--- src/rtl/instr_decode.sv ---
//==============================================================================
// Module  : instr_decode
// Brief   : MIPS subset decoder feeding a 2-entry FIFO toward the ALU.
// Revision: 1.0
//==============================================================================
`timescale 1ns/1ps
`default_nettype none

module instr_decode #(
  parameter int CNT_W = 16
) (
  input  logic             clk,
  input  logic             reset,
  input  logic             flush,
  input  logic             in_valid,
  output logic             in_ready,
  input  logic [31:0]      in_ir,
  output logic             out_valid,
  input  logic             out_ready,
  output logic [31:0]      instr_ID,
  output logic [4:0]       dst,
  output logic [4:0]       src_a,
  output logic [4:0]       src_b,
  output logic [31:0]      imm,
  output logic             use_imm,
  output logic [CNT_W-1:0] err_cnt
);

  typedef enum logic [1:0] {
    EMPTY = 2'd0,
    ONE   = 2'd1,
    FULL  = 2'd2
  } state_t;

  typedef struct packed {
    logic [3:0]  id;
    logic [4:0]  dst;
    logic [4:0]  src_a;
    logic [4:0]  src_b;
    logic [31:0] imm;
    logic        use_imm;
  } dec_t;

  state_t           state_q, state_d;
  dec_t             e0_q, e0_d, e1_q, e1_d;
  logic             in_ready_q, in_ready_d;
  logic [CNT_W-1:0] err_q, err_d;

  dec_t       dec_w;
  logic [3:0] id_w;
  logic       rtype_w, shift_w, itype_w, sext_w, legal_w;
  logic       accept_w, push_w, pop_w;

  // Classify the instruction, then pick fields by class.
  always_comb begin
    id_w    = 4'd0;
    rtype_w = 1'b0;
    shift_w = 1'b0;
    itype_w = 1'b0;
    sext_w  = 1'b0;
    case (in_ir[31:26])
      6'h00: begin
        case (in_ir[5:0])
          6'h20: begin id_w = 4'd1;  rtype_w = 1'b1; end
          6'h22: begin id_w = 4'd2;  rtype_w = 1'b1; end
          6'h21: begin id_w = 4'd3;  rtype_w = 1'b1; end
          6'h23: begin id_w = 4'd4;  rtype_w = 1'b1; end
          6'h24: begin id_w = 4'd7;  rtype_w = 1'b1; end
          6'h25: begin id_w = 4'd8;  rtype_w = 1'b1; end
          6'h00: begin id_w = 4'd11; shift_w = 1'b1; end
          6'h02: begin id_w = 4'd12; shift_w = 1'b1; end
          default: ;
        endcase
      end
      6'h08: begin id_w = 4'd5;  itype_w = 1'b1; sext_w = 1'b1; end
      6'h09: begin id_w = 4'd6;  itype_w = 1'b1; sext_w = 1'b1; end
      6'h0C: begin id_w = 4'd9;  itype_w = 1'b1; end
      6'h0D: begin id_w = 4'd10; itype_w = 1'b1; end
      default: ;
    endcase

    legal_w = rtype_w | shift_w | itype_w;
    dec_w   = '0;
    dec_w.id = id_w;
    if (rtype_w) begin
      dec_w.src_a = in_ir[25:21];
      dec_w.src_b = in_ir[20:16];
      dec_w.dst   = in_ir[15:11];
    end else if (shift_w) begin
      dec_w.src_a   = in_ir[20:16];
      dec_w.dst     = in_ir[15:11];
      dec_w.imm     = {27'd0, in_ir[10:6]};
      dec_w.use_imm = 1'b1;
    end else if (itype_w) begin
      dec_w.src_a   = in_ir[25:21];
      dec_w.dst     = in_ir[20:16];
      dec_w.imm     = sext_w ? {{16{in_ir[15]}}, in_ir[15:0]} : {16'd0, in_ir[15:0]};
      dec_w.use_imm = 1'b1;
    end
  end

  assign accept_w = in_valid && in_ready_q;
  assign push_w   = accept_w && legal_w && !flush;
  assign pop_w    = (state_q != EMPTY) && out_ready;

  always_comb begin
    state_d = state_q;
    e0_d    = e0_q;
    e1_d    = e1_q;
    err_d   = err_q;
    if (flush) begin
      state_d = EMPTY;
    end else begin
      case (state_q)
        EMPTY: if (push_w) begin
          state_d = ONE;
          e0_d    = dec_w;
        end
        ONE: begin
          if (push_w && pop_w) begin
            e0_d = dec_w;
          end else if (push_w) begin
            state_d = FULL;
            e1_d    = dec_w;
          end else if (pop_w) begin
            state_d = EMPTY;
          end
        end
        FULL: if (pop_w) begin
          state_d = ONE;
          e0_d    = e1_q;
        end
        default: state_d = EMPTY;
      endcase
    end
    // Dropped illegal words are counted, but not when flushed away.
    if (accept_w && !legal_w && !flush && (err_q != '1))
      err_d = err_q + CNT_W'(1);
    in_ready_d = (state_d != FULL);
  end

  always_ff @(posedge clk) begin
    if (!reset) begin
      state_q    <= EMPTY;
      e0_q       <= '0;
      e1_q       <= '0;
      in_ready_q <= 1'b0;
      err_q      <= '0;
    end else begin
      state_q    <= state_d;
      e0_q       <= e0_d;
      e1_q       <= e1_d;
      in_ready_q <= in_ready_d;
      err_q      <= err_d;
    end
  end

  assign out_valid = (state_q != EMPTY);
  assign in_ready  = in_ready_q;
  assign err_cnt   = err_q;
  assign instr_ID  = out_valid ? {28'd0, e0_q.id} : 32'd0;
  assign dst       = out_valid ? e0_q.dst     : 5'd0;
  assign src_a     = out_valid ? e0_q.src_a   : 5'd0;
  assign src_b     = out_valid ? e0_q.src_b   : 5'd0;
  assign imm       = out_valid ? e0_q.imm     : 32'd0;
  assign use_imm   = out_valid ? e0_q.use_imm : 1'b0;

endmodule

`default_nettype wire

--- config.mk ---
export PLATFORM = sky130hd
export DESIGN_NAME = instr_decode
export DESIGN_NICKNAME = d
export VERILOG_FILES = /design/src/rtl/instr_decode.sv
export SDC_FILE = /design/constraint.sdc
export NUM_CORES = 1
export LEC_CHECK = 0
export ABC_AREA = 1
export CAP_MARGIN = 30
export CORE_MARGIN = 10
export CORE_UTILIZATION = 35
export CTS_CLUSTER_SIZE = 8
export DETAILED_ROUTE_END_ITERATION = 8
export PLACE_DENSITY = 0.61
export SLEW_MARGIN = 20
export SYNTH_ARGS = -nofsm -noshare
export SYNTH_HDL_FRONTEND = slang
export SYNTH_SLANG_ARGS = --single-unit
--- constraint.sdc ---
create_clock -name clk -period 2.2 [get_ports clk]
set_input_delay 0.55 -clock clk [delete_from_list [all_inputs] [get_ports clk]]
set_output_delay 0.55 -clock clk [all_outputs]
set_load 0.01 [all_outputs]
==> out/metrics.csv <==
stage,metric,value,unit
yosys,ys_seq_elements,93,
yosys,synth_top_cell_area_share,0.340,
critical_path,crit_fanout,5,
timing,finalCritPeriodShare,0.967,
floorplanning,core,15300,µm²
cells_and_area,final_util,0.475,
job,cap_violations,0,
routing,wl,15000,µm
yosys,synth_commonest_cells,"nor2_1 (177), nand2_1 (165), inv_1 (113), dfxtp_1 (93), o21ai_0 (66)",
yosys,synth_top_area_cell,dfxtp_1,
pwr,intPower,2.63,mW
yosys,synthArstFlopShare,0,
cells_and_area,final_layout_size_suffix_gt1_frac,0.115,
global_routing,grt_overflow,0,
routing,drcViolationCount,0,
yosys,yosysMostFrequentCell,nor2_1,
placement,post-dp-hpwl,11300,µm
yosys,yosys_warnings,0,
global_routing,antenna_found_initial,0,
critical_path,path_class,register to primary output,
clock_network,cts_max_level,3,
pwr,p_switching,879,µW
pwr,irDropWorstVdd,442,µV
routing,viasPerCell,4.43,
timing,fmax,470,MHz
yosys,synth_cell_type_count,32,
timing,hold_viol_final,0,
placement,dp.cells,1181,
status,status,finished clean,
min_path,holdCritPathClass,register to register,
timing,finClkSkew,6.98,ps
routing,antenna_left,0,
pwr,pwr-share-comb,0.085,
timing,slew_viol_final,0,
routing,first_pass_iters,4,
pwr,leakagePower,3.39,nW
cells_and_area,area_delta_synth_final,32.6,%
floorplanning,start_util,0.358,
pwr,switching_share,0.250,
global_routing,grt_pass1_wl,24100,µm
timing,final-setup-viol-count,0,
yosys,synth_edf_count,0,
yosys,ys.flop_type,dfxtp_1,
timing,tightest_slew,659,ps
clock_network,cts_sinks,93,
cells_and_area,num-fill-cells,1618,
clock_network,hold_buffers,0,
floorplanning,die_w,145,µm
placement,globalplace.congestion,0.824,
pwr,seqPwrFrac,0.482,
timing,period_needed,2130,ps
global_routing,gr-usage-all-layers,0.137,
routing,wl_per_cell,12.4,µm
floorplanning,die_h,145,µm
floorplanning,dieArea,21000,µm²
global_routing,grt_pass1_vias,4831,
cells_and_area,fin_cells,1204,
placement,port_buffers,106,
global_routing,grt_max_degree,79,
cells_and_area,fin_nets,1026,
critical_path,required,1650,ps
routing,vias,5331,
yosys,synthCells,870,
cells_and_area,antenna_cells,0,
critical_path,critPathLaunchType,register,
critical_path,crit_path_end_kind,primary output,
clock_network,clk_latency,350,ps
floorplanning,io_pins,135,
yosys,yosysSeqAreaShare,0.340,
yosys,ys_top_cells_by_area,"dfxtp_1 (34%), nor2_1 (12%), nand2_1 (11%)",
yosys,post_synth.cell_area_avg,6.29,µm²
clock_network,clk_pin_slew_worst_paths,70,ps
clock_network,cts_max_path_buffers,2,
pwr,pwr-share-clk,0.433,
timing,whs,438,ps
clock_network,cts_tree,done,
critical_path,critPathArrivalTime,1580,ps
timing,slew_headroom,0.560,
floorplanning,row_count,45,
routing,drtIter0Drc,372,
clock_network,cts-root-buf,clkbuf_16,
clock_network,cts_buffers,9,
pwr,power_density,484,nW/µm²
yosys,synth_area,5470,µm²
timing,rsz0062_at_grt,yes,
[cell usage in the layout, fill, tap and decap left out, types with 8 or more instances in the layout]
cell type        instances
nor2_1                 174
nand2_1                163
inv_1                  112
dfxtp_1                 91
a21oi_1                 65
o21ai_0                 61
clkdlybuf4s50_1         57
nand3_1                 54
buf_4                   44
dlygate4sd2_1           32
conb_1                  28
dlymetal6s2s_1          16
clkbuf_16                9
inv_2                    8
buf_12                   8
[registers in the layout, indices dropped and copies added (netlist names)]
name	count
e0_q	37
e1_q	37
err_cnt	16
in_ready	1
state_q	2
[final cells by class]
cell class	count	area, µm²	area share
multi-input cells	599	2760	0.381
clock buffers	11	243	0.0335
well taps	211	264	0.0364
repair buffers	164	1610	0.222
clock inverters	5	42.5	0.00587
flip-flops and latches	93	1860	0.257
inverters	121	468	0.0645
[per-layer routing]
layer	part of all wire	wire [µm]	vias up	track usage
met5	0	0	-	0
met4	0.011	170	0	0.0419
met3	0.067	1010	10	0.0397
met2	0.43	6440	140	0.207
met1	0.49	7360	2331	0.182
li1	-	-	2850	-
[final timing paths]
path         startpoint     endpoint  slack [ps]  cells past startpoint
max          state_q[0]       imm[9]          70                      4
max reg2reg  err_cnt[1]  err_cnt[10]         360                     12
min reg2reg     e1_q[5]      e1_q[5]         440                      2
min             e1_q[5]      e1_q[5]         440                      2
[through the flow]
| stage | total power [mW] | setup WS (ps) | instance area, µm² | setup TNS, ps |
|---|---|---|---|---|
| 2_1_floorplan | 1.91 | 99.2 | 5570 | 0 |
| 3_3_place_gp | 2.02 | -310 | 6850 | -20780 |
| 3_5_place_dp | 2.02 | -342 | 6850 | -22670 |
| 4_1_cts | 3.54 | 1.05 | 7110 | 0 |
| 5_1_grt | 3.64 | -13.9 | 7250 | -41.0 |
| 6_report | 3.51 | 73.5 | 7250 | 0 |
[critical path, cell delays in order (launching register included)]
cell and delay, ps:
dfxtp_2 390, nor2_4 60, buf_4 140, nor2_1 80, clkdlybuf4s50_1 560
[kinds of logic (layout without fill, tap and decap cells)]
| logic type | count (synthesis) | count (layout) | share of synthesized area |
|---|---|---|---|
| buffers and inverters | 205 | 301 | 0.182 |
| flip-flops | 93 | 93 | 0.340 |
| adder cells (fa/ha/maj) | 1 | 1 | 0.00229 |
| XOR/XNOR | 8 | 8 | 0.0128 |
| other | 1 | 28 | 0.000686 |
| AO/OA/AOI/OAI | 138 | 138 | 0.128 |
| AND/OR/NAND/NOR | 424 | 424 | 0.334 |
[power by group through the flow]
| stage | logic [mW] | clock network, mW | registers (mW) |
|---|---|---|---|
| after global routing | 0.331 | 1.62 | 1.69 |
| after global placement | 0.289 | 0 | 1.73 |
| after floorplan | 0.178 | 0 | 1.73 |
| after CTS | 0.291 | 1.56 | 1.69 |
| final | 0.299 | 1.52 | 1.69 |
| after detailed placement | 0.289 | 0 | 1.73 |
[repair_timing]
item | 4_1_cts | 5_1_grt
cloned | 0 | 1
pin swaps | 1 | 5
setup endpoints to repair | 48 | 109
setup buffers | 2 | 4
hold endpoints to repair | 0 | 0
gates resized for setup | 35 | 38
Power figures use the tool's default switching activity.
